--- src/rtl/hazard_scoreboard_if.sv ---
// Decode-to-scoreboard bundle for the RAW hazard detector.
// Decode side (master) presents the current instruction's source operands
// and destination, plus the flush strobe. Scoreboard side (slave) returns
// the stall request, per-port hit flags, the stall counter and the
// watchdog flag.
//   rd_en/rd_addr        : NREAD source operands, port i at [i*ADDR_W +: ADDR_W]
//   wr_en/wr_addr        : destination of the decode-stage instruction
//   wr_is_load           : destination comes from a load
//   flush                : kill every tracked entry
//   bbl/hit_vec          : combinational stall request and per-port hits
//   stall_cnt/stuck      : saturating stall count, sticky watchdog
// Handshake: bbl acts as an inverted ready for the decode stage. While
// bbl=1 the decode instruction is held (PC/IF-ID frozen, bubble into ID-EX)
// and is not recorded; it is recorded on the first cycle it sees bbl=0.
interface hazard_scoreboard_if #(
  parameter int ADDR_W = 5,
  parameter int NREAD  = 2,
  parameter int CNT_W  = 16
);
  logic [NREAD-1:0]        rd_en;
  logic [NREAD*ADDR_W-1:0] rd_addr;
  logic                    wr_en;
  logic [ADDR_W-1:0]       wr_addr;
  logic                    wr_is_load;
  logic                    flush;
  logic                    bbl;
  logic [NREAD-1:0]        hit_vec;
  logic [CNT_W-1:0]        stall_cnt;
  logic                    stuck;

  modport master (
    output rd_en, rd_addr, wr_en, wr_addr, wr_is_load, flush,
    input  bbl, hit_vec, stall_cnt, stuck
  );

  modport slave (
    input  rd_en, rd_addr, wr_en, wr_addr, wr_is_load, flush,
    output bbl, hit_vec, stall_cnt, stuck
  );
endinterface

--- src/rtl/hazard_scoreboard.sv ---
// Read-after-write hazard detector for the in-order pipeline.
// Keeps the destinations of the last DEPTH issued instructions in a shift
// scoreboard (entry 0 newest) and compares the decode-stage source operands
// against it. With FWD_EN=1 only loads younger than LOAD_LAT entries stall.
// Also keeps a saturating stall-cycle counter and a watchdog that flags a
// stall lasting longer than any legal hazard can.
// Ports:
//   clk  : pipeline clock
//   rst  : asynchronous, active-high reset
//   bus  : hazard_scoreboard_if.slave (operands, destination, flush, outputs)
module hazard_scoreboard #(
  parameter int ADDR_W   = 5,
  parameter int NREAD    = 2,
  parameter int DEPTH    = 2,
  parameter bit FWD_EN   = 1'b0,
  parameter int LOAD_LAT = 1,
  parameter int CNT_W    = 16
) (
  input logic                clk,
  input logic                rst,
  hazard_scoreboard_if.slave bus
);

  // Run counter only needs to reach DEPTH+1, where it saturates.
  localparam int RUN_W = $clog2(DEPTH + 2);

  logic [DEPTH-1:0]        valid_q, valid_d;
  logic [DEPTH*ADDR_W-1:0] addr_q,  addr_d;
  logic [DEPTH-1:0]        load_q,  load_d;
  logic [CNT_W-1:0]        cnt_q,   cnt_d;
  logic [RUN_W-1:0]        run_q,   run_d;
  logic                    stuck_q, stuck_d;

  logic [NREAD-1:0]        hit;
  logic                    bbl;

  // Hazard compare. Only recorded (older) entries are examined, so an
  // instruction reading its own destination never stalls itself.
  always_comb begin
    hit = '0;
    for (int i = 0; i < NREAD; i++) begin
      for (int k = 0; k < DEPTH; k++) begin
        if (valid_q[k] &&
            addr_q[k*ADDR_W +: ADDR_W] == bus.rd_addr[i*ADDR_W +: ADDR_W] &&
            (!FWD_EN || (load_q[k] && k < LOAD_LAT))) begin
          hit[i] = 1'b1;
        end
      end
      if (!bus.rd_en[i] || bus.rd_addr[i*ADDR_W +: ADDR_W] == '0) begin
        hit[i] = 1'b0;
      end
    end
    if (rst || bus.flush) begin
      hit = '0;
    end
  end

  assign bbl = |hit;

  // Scoreboard shift: a stalled instruction is replaced by a bubble.
  always_comb begin
    valid_d = '0;
    addr_d  = '0;
    load_d  = '0;
    if (!bus.flush) begin
      for (int k = 1; k < DEPTH; k++) begin
        valid_d[k]                = valid_q[k-1];
        addr_d[k*ADDR_W +: ADDR_W] = addr_q[(k-1)*ADDR_W +: ADDR_W];
        load_d[k]                 = load_q[k-1];
      end
      if (!bbl) begin
        valid_d[0]         = bus.wr_en && (bus.wr_addr != '0);
        addr_d[ADDR_W-1:0] = bus.wr_addr;
        load_d[0]          = bus.wr_is_load;
      end
    end
  end

  // Stall counter and watchdog. A legal hazard drains within DEPTH bubble
  // cycles, so DEPTH+1 consecutive stalls means the pipeline is wedged.
  always_comb begin
    cnt_d   = cnt_q;
    run_d   = '0;
    stuck_d = stuck_q;
    if (bbl && cnt_q != '1) begin
      cnt_d = cnt_q + 1'b1;
    end
    if (!bus.flush && bbl) begin
      run_d = (run_q == RUN_W'(DEPTH + 1)) ? run_q : run_q + 1'b1;
      if (run_q == RUN_W'(DEPTH)) begin
        stuck_d = 1'b1;
      end
    end
  end

  always_ff @(posedge clk or posedge rst) begin
    if (rst) begin
      valid_q <= '0;
      addr_q  <= '0;
      load_q  <= '0;
      cnt_q   <= '0;
      run_q   <= '0;
      stuck_q <= 1'b0;
    end else begin
      valid_q <= valid_d;
      addr_q  <= addr_d;
      load_q  <= load_d;
      cnt_q   <= cnt_d;
      run_q   <= run_d;
      stuck_q <= stuck_d;
    end
  end

  assign bus.bbl       = bbl;
  assign bus.hit_vec   = hit;
  assign bus.stall_cnt = cnt_q;
  assign bus.stuck     = stuck_q;

endmodule

--- src/flat_wrapper.sv ---
// flat-port wrapper written by rule: the top's interface ports become plain ports
module hazard_scoreboard_flat 
#(
  parameter int ADDR_W   = 5,
  parameter int NREAD    = 2,
  parameter int DEPTH    = 2,
  parameter bit FWD_EN   = 1'b0,
  parameter int LOAD_LAT = 1,
  parameter int CNT_W    = 16
)
  (clk, rst, bus_rd_en, bus_rd_addr, bus_wr_en, bus_wr_addr, bus_wr_is_load, bus_flush, bus_bbl, bus_hit_vec, bus_stall_cnt, bus_stuck);
  hazard_scoreboard_if #(.ADDR_W(ADDR_W), .NREAD(NREAD), .CNT_W(CNT_W)) bus_i ();
  input logic clk;
  input logic rst;
  input wire logic [$bits(bus_i.rd_en)-1:0] bus_rd_en;
  input wire logic [$bits(bus_i.rd_addr)-1:0] bus_rd_addr;
  input wire logic [$bits(bus_i.wr_en)-1:0] bus_wr_en;
  input wire logic [$bits(bus_i.wr_addr)-1:0] bus_wr_addr;
  input wire logic [$bits(bus_i.wr_is_load)-1:0] bus_wr_is_load;
  input wire logic [$bits(bus_i.flush)-1:0] bus_flush;
  output wire logic [$bits(bus_i.bbl)-1:0] bus_bbl;
  output wire logic [$bits(bus_i.hit_vec)-1:0] bus_hit_vec;
  output wire logic [$bits(bus_i.stall_cnt)-1:0] bus_stall_cnt;
  output wire logic [$bits(bus_i.stuck)-1:0] bus_stuck;
  assign bus_i.rd_en = bus_rd_en;
  assign bus_i.rd_addr = bus_rd_addr;
  assign bus_i.wr_en = bus_wr_en;
  assign bus_i.wr_addr = bus_wr_addr;
  assign bus_i.wr_is_load = bus_wr_is_load;
  assign bus_i.flush = bus_flush;
  assign bus_bbl = bus_i.bbl;
  assign bus_hit_vec = bus_i.hit_vec;
  assign bus_stall_cnt = bus_i.stall_cnt;
  assign bus_stuck = bus_i.stuck;
  hazard_scoreboard #(.ADDR_W(ADDR_W), .NREAD(NREAD), .DEPTH(DEPTH), .FWD_EN(FWD_EN), .LOAD_LAT(LOAD_LAT), .CNT_W(CNT_W)) u_core (.clk(clk), .rst(rst), .bus(bus_i));
endmodule
--- config.mk ---
export PLATFORM = sky130hd
export DESIGN_NAME = hazard_scoreboard_flat
export DESIGN_NICKNAME = d
export VERILOG_FILES = /design/src/rtl/hazard_scoreboard_if.sv /design/src/rtl/hazard_scoreboard.sv /design/src/flat_wrapper.sv
export SDC_FILE = /design/constraint.sdc
export NUM_CORES = 1
export LEC_CHECK = 0
export ABC_AREA = 1
export ABC_CLOCK_PERIOD_IN_PS = 2300
export BUFFER_PORTS_ARGS = -buffer_cell sky130_fd_sc_hd__buf_4
export CAP_MARGIN = 20
export CORE_ASPECT_RATIO = 0.75
export CORE_MARGIN = 3
export CORE_UTILIZATION = 40
export CTS_BUF_LIST = sky130_fd_sc_hd__clkbuf_4 sky130_fd_sc_hd__clkbuf_8
export DETAILED_ROUTE_END_ITERATION = 16
export HOLD_SLACK_MARGIN = 0.08
export MAX_ROUTING_LAYER = met4
export PLACE_DENSITY_LB_ADDON = 0.3
export SYNTH_ARGS = -nofsm -noshare
export SYNTH_HDL_FRONTEND = slang
export SYNTH_SLANG_ARGS = --single-unit
--- constraint.sdc ---
create_clock -name clk -period 2.3 [get_ports clk]
set_input_delay 0.46 -clock clk [delete_from_list [all_inputs] [get_ports clk]]
set_output_delay 0.46 -clock clk [all_outputs]
set_load 0.1 [all_outputs]
==> out/summary.json, run 1 <==
{
  "register_area_um2": 778,
  "first_global_vias": 1585,
  "layout.cell_area.non_filler_um2": 2370,
  "design_power_total_mw": 1.17,
  "synth-seq-cells": 31,
  "type_of_element_capturing_the_critical_path": "output pin",
  "dieArea_um2": 5700,
  "die_height_um": 66.1,
  "nNetsFinal": 352,
  "ir_worst_vdd_v": 0.000320,
  "initial_utilization_pct": 42.4,
  "unrepaired_setup_endpoints_after_global_routing": "no",
  "post_layout_worst_setup_margin_ps": 143,
  "ratio_of_cells_with_drive_above_1_in_the_final_layout_pct": 18.0,
  "post-route-util_pct": 52.2,
  "power.internal_mw": 0.840,
  "timing_worst_slew_pin_value_ps": 399,
  "fillCellCount": 485,
  "route.detailed.vias_per_inst": 4.67,
  "synthesis.instances": 283,
  "detail_route.wl_per_cell_um": 11.6,
  "num_vias": 1799,
  "number_of_antenna_violations_at_the_first_check_in_global_routing": 0,
  "route.antenna.remaining_nets": 0,
  "drtIter0Drc": 156,
  "overflow": 0,
  "cp_max_fo": 3,
  "timing.critical_path.arrival_ps": 1700,
  "power.leakage_nw": 1.39,
  "mostFrequentLayoutCell": "nand2_1",
  "dp_hpwl_um": 3310,
  "drt_pass1_iterations": 4,
  "place_area_um2": 2280,
  "path_clk_slew_ps": 70,
  "buffer_ports.inserted": 40,
  "post_cts_gate_resize_count": 0,
  "run_status": "finished clean",
  "timing.max_cap.violations": 0,
  "cts_made_buffers": 5,
  "die_x_um": 86.2,
  "timing.hold.worst.class": "in2async",
  "power_switching_share_pct": 28.1,
  "final_period_minus_worst_setup_slack_ps": 2160,
  "fmax_mhz": 464,
  "clock_latency_ps": 290,
  "timing.critical_path.from_type": "flip-flop",
  "fp.coreArea_um2": 4550,
  "antenna-diode-count": 0,
  "clock-sinks": 31,
  "grt_start_max_net_pins": 32,
  "cts_buffer_depth": 2,
  "clock-root-buffer": "clkbuf_8",
  "timing_worst_setup_path_type": "reg2out",
  "synth.yosys.seq_area_share_pct": 40.2,
  "power_switching_mw": 0.329,
  "postRouteWirelength_um": 4470,
  "clock-skew-final_ps": 7.90,
  "place.detailed.instances": 377,
  "timing.slew.headroom_pct": 73.4,
  "area_delta_synth_final_pct": 23.0,
  "cell_row_count": 21,
  "post_syn_area_um2": 1930,
  "post-cts-setup-buffers": 0,
  "share_of_the_clock_period_used_by_the_worst_path_after_layout_pct": 93.8,
  "syn_area_per_cell_um2": 6.81,
  "post_layout_nonfiller_instances": 385,
  "grtUsageTotal_pct": 17.4,
  "slew_violations": 0,
  "final-setup-viol-count": 0,
  "dp_worst_setup_slack_ps": 301,
  "finalWeightedCongestion": 0.925,
  "grt_pass1_wl_um": 7270,
  "p_clk_share_pct": 36.7,
  "finalHoldViolCount": 0,
  "remaining_drc_errors": 0,
  "finalSetupTns_ps": 0,
  "htree_num_levels": 2,
  "pwr_density_cell_nw_per_um2": 493,
  "yosys.cell_types.count": 21,
  "multiInputGateArea_um2": 968,
  "most_frequent_cells_in_the_layout": "nand2_1, buf_4, nor2_1, inv_1, dfrtp_1",
  "cts-hold-fix-buffers": 0,
  "cts_tree": "built",
  "critical_path_data_required_time_ps": 1840,
  "power_frac_seq_pct": 49.3,
  "share_comb_of_total_power_pct": 13.9,
  "num_io_pins": 42,
  "hold_ws_ps": 262,
  "mappedNetlistNets": 308,
  "yosysWarningCount": 0
}
## cells in the mapped netlist
library cell	count	area share, %
nand2_4	2	1.2
a21o_1	1	0.39
buf_6	1	0.58
inv_1	40	7.8
nor3_4	1	0.84
dfrtp_1	31	40
nand3_1	27	7.0
nand2_2	2	0.65
buf_2	3	0.78
o21ai_0	4	1.0
xnor2_1	5	2.3
nand3_2	1	0.52
a21oi_1	1	0.26
xor2_1	8	3.6
nand2_1	105	20
nor3_1	2	0.52
buf_4	1	0.39
nor2_1	41	8.0
ha_1	3	1.9
nor2_4	1	0.58
nand4_1	3	0.97
## worst paths after layout
path,startpoint,to,depth (start not counted),slack (ps)
worst max register to register,u_core.bus.stall_cnt[0],u_core.bus.stall_cnt[0],9,480
worst min register to register,u_core.bus.stuck,u_core.bus.stuck,1,470
max in group asynchronous,rst,u_core.bus.stall_cnt[1],3,1720
worst max-delay path,u_core.addr_q[3],bus_bbl,9,140
worst min-delay path,rst,u_core.bus.stuck,3,260
min in group clk,bus_wr_addr[4],u_core.addr_q[4],3,410
## registers in the layout, summed over array words and instances, names as in the netlist
| signal | cells |
|---|---|
| u_core.bus.stall_cnt | 16 |
| u_core.valid_q | 2 |
| u_core.addr_q | 10 |
| u_core.run_q | 2 |
| u_core.bus.stuck | 1 |
## cell families after synthesis
| logic type | count (synthesis) | share of synthesized area [%] |
|---|---|---|
| XOR/XNOR | 13 | 5.91 |
| AO/OA/AOI/OAI | 6 | 1.69 |
| flip-flops | 31 | 40.2 |
| buffers and inverters | 45 | 9.54 |
| AND/OR/NAND/NOR | 185 | 40.7 |
| adder cells (fa/ha/maj) | 3 | 1.95 |
## area by class of cell
type | instances | area share (%)
well taps | 57 | 3.01
inverters | 40 | 6.33
repair buffers | 42 | 13.3
flip-flops and latches | 31 | 32.8
clock inverters | 2 | 0.527
clock buffers | 6 | 3.22
multi-input cells | 207 | 40.8
## power groups by stage
stage	Combinational, mW	Sequential, mW	Clock [mW]
global route	0.182	0.578	0.478
CTS	0.165	0.576	0.451
floorplan	0.0717	0.616	0
global placement	0.162	0.585	0
finish	0.163	0.576	0.429
detailed placement	0.164	0.587	0
## routing by layer
| layer | vias to the layer above | GRT usage (%) | wire (µm) |
|---|---|---|---|
| met2 | 49 | 23.2 | 1740 |
| met1 | 802 | 24.3 | 2380 |
| met3 | 4 | 5.35 | 305 |
| met5 | - | - | 0 |
| met4 | 0 | 7.00 | 42 |
| li1 | 944 | - | - |
## worst max-delay path, stage by stage (launching register included)
cell and delay, ps:
dfrtp_1 390, inv_1 90, nand2_1 60, nand2_1 40
nor2_1 120, nand3_1 80, nand2_1 80, nand2_1 70
nand2_1 160, buf_4 320
No activity file was read; power rests on OpenSTA's default activity.
==> run 2, diff against run 1 <==
--- a/config.mk
+++ b/config.mk
@@ -10,7 +10,7 @@
 export BUFFER_PORTS_ARGS = -buffer_cell sky130_fd_sc_hd__buf_4
 export CAP_MARGIN = 20
 export CORE_ASPECT_RATIO = 0.75
-export CORE_MARGIN = 3
+export CORE_MARGIN = 2
 export CORE_UTILIZATION = 40
 export CTS_BUF_LIST = sky130_fd_sc_hd__clkbuf_4 sky130_fd_sc_hd__clkbuf_8
 export DETAILED_ROUTE_END_ITERATION = 16
==> out/summary.json, run 2 (synthesized netlist as in run 1, its figures left out) <==
{
  "share_of_the_clock_period_used_by_the_worst_path_after_layout": {"value": 92.8, "unit": "%", "change": "-1.0 points"},
  "mostFrequentLayoutCell": "nand2_1",
  "timing.critical_path.arrival": {"value": 1670, "unit": "ps", "change": "-30 ps"},
  "cts-hold-fix-buffers": {"value": 0, "change": "unchanged"},
  "finalHoldViolCount": {"value": 0, "change": "unchanged"},
  "dp_hpwl": {"value": 3290, "unit": "µm", "change": "-0.35%"},
  "largest_register_ffs": {"value": 16, "change": "unchanged"},
  "post_cts_gate_resize_count": {"value": 0, "change": "unchanged"},
  "finalSetupTns": {"value": 0, "unit": "ps", "change": "unchanged"},
  "cts_made_buffers": {"value": 5, "change": "unchanged"},
  "postRouteWirelength": {"value": 4410, "unit": "µm", "change": "-1.5%"},
  "layout.cell_area.non_filler": {"value": 2370, "unit": "µm²", "change": "about the same"},
  "unrepaired_setup_endpoints_after_global_routing": "no",
  "timing.hold.worst.class": "in2async",
  "htree_num_levels": {"value": 2, "change": "unchanged"},
  "number_of_antenna_violations_at_the_first_check_in_global_routing": {"value": 0, "change": "unchanged"},
  "overflow": {"value": 0, "change": "unchanged"},
  "timing.critical_path.from_type": "flip-flop",
  "final_period_minus_worst_setup_slack": {"value": 2130, "unit": "ps", "change": "-23.3 ps"},
  "critical_path_data_required_time": {"value": 1840, "unit": "ps", "change": "about the same"},
  "clock-sinks": {"value": 31, "change": "unchanged"},
  "reg2reg_depth": {"value": 9, "change": "unchanged"},
  "slew_violations": {"value": 0, "change": "unchanged"},
  "reg2reg_to": "u_core.bus.stall_cnt[8]",
  "grt_start_max_net_pins": {"value": 32, "change": "unchanged"},
  "clock-root-buffer": "clkbuf_8",
  "critical_path.reg2reg.startpoint": "u_core.bus.stall_cnt[0]",
  "timing_worst_setup_path_type": "reg2out",
  "clock-skew-final": {"value": 7.09, "unit": "ps", "change": "-0.816 ps"},
  "largest_incremental_delay_on_the_critical_path": {"value": 380, "unit": "ps", "change": "about the same"},
  "grt_pass1_wl": {"value": 7800, "unit": "µm", "change": "+7.3%"},
  "type_of_element_capturing_the_critical_path": "output pin",
  "timing.max_cap.violations": {"value": 0, "change": "unchanged"},
  "grtUsageTotal": {"value": 19.0, "unit": "%", "change": "+1.6 points"},
  "route.antenna.remaining_nets": {"value": 0, "change": "unchanged"},
  "die_x": {"value": 84.2, "unit": "µm", "change": "-2.3%"},
  "clock_latency": {"value": 280, "unit": "ps", "change": "about the same"},
  "place_area": {"value": 2280, "unit": "µm²", "change": "unchanged"},
  "timing.slew.headroom": {"value": 73.2, "unit": "%", "change": "-0.22 points"},
  "die_height": {"value": 64.1, "unit": "µm", "change": "-3.0%"},
  "crit_path_cell_trace": "inv_1 > nand2_1 > nand2_1 > nor2_1 > nand3_1 > nand2_1 > nand2_1 > nand2_1 > buf_4",
  "detail_route.wl_per_cell": {"value": 11.5, "unit": "µm", "change": "-1.2%"},
  "cts_buffer_depth": {"value": 2, "change": "unchanged"},
  "initial_utilization": {"value": 42.4, "unit": "%", "change": "unchanged"},
  "path_clk_slew": {"value": 70, "unit": "ps", "change": "about the same"},
  "reg2reg_setup_slack": {"value": 500, "unit": "ps", "change": "+20 ps"},
  "dieArea": {"value": 5400, "unit": "µm²", "change": "-5.3%"},
  "buffer_ports.inserted": {"value": 40, "change": "unchanged"},
  "num_io_pins": {"value": 42, "change": "unchanged"},
  "ratio_of_cells_with_drive_above_1_in_the_final_layout": {"value": 17.7, "unit": "%", "change": "-0.25 points"},
  "nNetsFinal": {"value": 352, "change": "unchanged"},
  "area_delta_synth_final": {"value": 23.0, "unit": "%", "change": "about the same"},
  "cts_tree": "built",
  "crit_path_frequent_cell": "nand2_1",
  "cp_max_fo": {"value": 3, "change": "unchanged"},
  "power.leakage": {"value": 1.39, "unit": "nW", "change": "+0.18%"},
  "fmax": {"value": 469, "unit": "MHz", "change": "+1.1%"},
  "run_status": "finished clean",
  "cell_row_count": {"value": 21, "change": "unchanged"},
  "pwr_density_cell": {"value": 493, "unit": "nW/µm²", "change": "+0.15%"},
  "most_frequent_cells_in_the_layout": "nand2_1, buf_4, nor2_1, inv_1, dfrtp_1",
  "post-cts-setup-buffers": {"value": 0, "change": "unchanged"},
  "fp.coreArea": {"value": 4550, "unit": "µm²", "change": "unchanged"},
  "slowest_stage": "dfrtp_1",
  "antenna-diode-count": {"value": 0, "change": "unchanged"},
  "design_power_total": {"value": 1.17, "unit": "mW", "change": "about the same"},
  "finalWeightedCongestion": {"value": 0.914, "change": "-1.2%"},
  "remaining_drc_errors": {"value": 0, "change": "unchanged"},
  "timing_worst_slew_pin_value": {"value": 402, "unit": "ps", "change": "+3.24 ps"},
  "final-setup-viol-count": {"value": 0, "change": "unchanged"},
  "drt_pass1_iterations": {"value": 4, "change": "unchanged"},
  "num_vias": {"value": 1791, "change": "-0.44%"},
  "drtIter0Drc": {"value": 163, "change": "+4.5%"},
  "first_global_vias": {"value": 1693, "change": "+6.8%"},
  "ir_worst_vdd": {"value": 0.000352, "unit": "V", "change": "+10%"},
  "route.detailed.vias_per_inst": {"value": 4.66, "change": "-0.19%"}
}
-- run 2: changes by cell type in the layout (fill, tap and decap cells not counted), sizes merged --
| cell | change |
|---|---|
| clkinvlp | -1 |
-- run 2: stage by stage --
| step | worst slack (ps) | hold WS (ps) | instances | util, % |
|---|---|---|---|---|
| after detailed placement | 289 | 452 | 377 | 50.2 |
| after CTS | 149 | 278 | 384 | 52.2 |
| after floorplan | 106 | 479 | 283 | - |
| final | 167 | 274 | 384 | 52.2 |
| after global placement | 288 | 455 | 377 | 50.2 |
| after global routing | 42.8 | 319 | 384 | 52.2 |
-- run 2: final cells by class --
class / instances / area, µm²
clock inverters: 1 / 5.00
inverters: 40 / 150
repair buffers: 42 / 315
clock buffers: 6 / 82.6
well taps: 57 / 71.3
flip-flops and latches: 31 / 778
multi-input cells: 207 / 968
fillers: 455 / 2170
-- run 2: where the power goes --
part	internal [mW]	leakage, nW	switching [mW]	total (mW)
logic	0.0560	0.926	0.106	0.162
clock network	0.234	0.0470	0.197	0.432
registers	0.561	0.420	0.0149	0.576
total	0.851	1.39	0.319	1.17
-- run 2: critical path, delay by kind of cell, from the launching register on --
kind                   cells  cell delay [ps]
buffers and inverters      2              400
flip-flops                 1              380
AND/OR/NAND/NOR            7              610
-- run 2: layer usage --
layer,vias up,track usage (%),part of all wire [%]
met2,51,26.9,40
met5,-,-,0
met3,5,4.13,6.8
met1,798,26.8,52
li1,937,-,-
met4,0,7.06,1.2
-- run 2: worst max-delay path by stage --
stage	startpoint	endpoint	slack [ps]	cells after the start
2_1_floorplan	u_core.bus.stall_cnt[3]	u_core.bus.stall_cnt[7]	110	8
3_3_place_gp	bus_rd_addr[5]	bus_bbl	290	10
3_5_place_dp	bus_rd_addr[3]	bus_bbl	290	10
4_1_cts	u_core.addr_q[3]	bus_bbl	150	9
5_1_grt	u_core.addr_q[3]	bus_bbl	40	9
6_report	u_core.addr_q[3]	bus_bbl	170	9
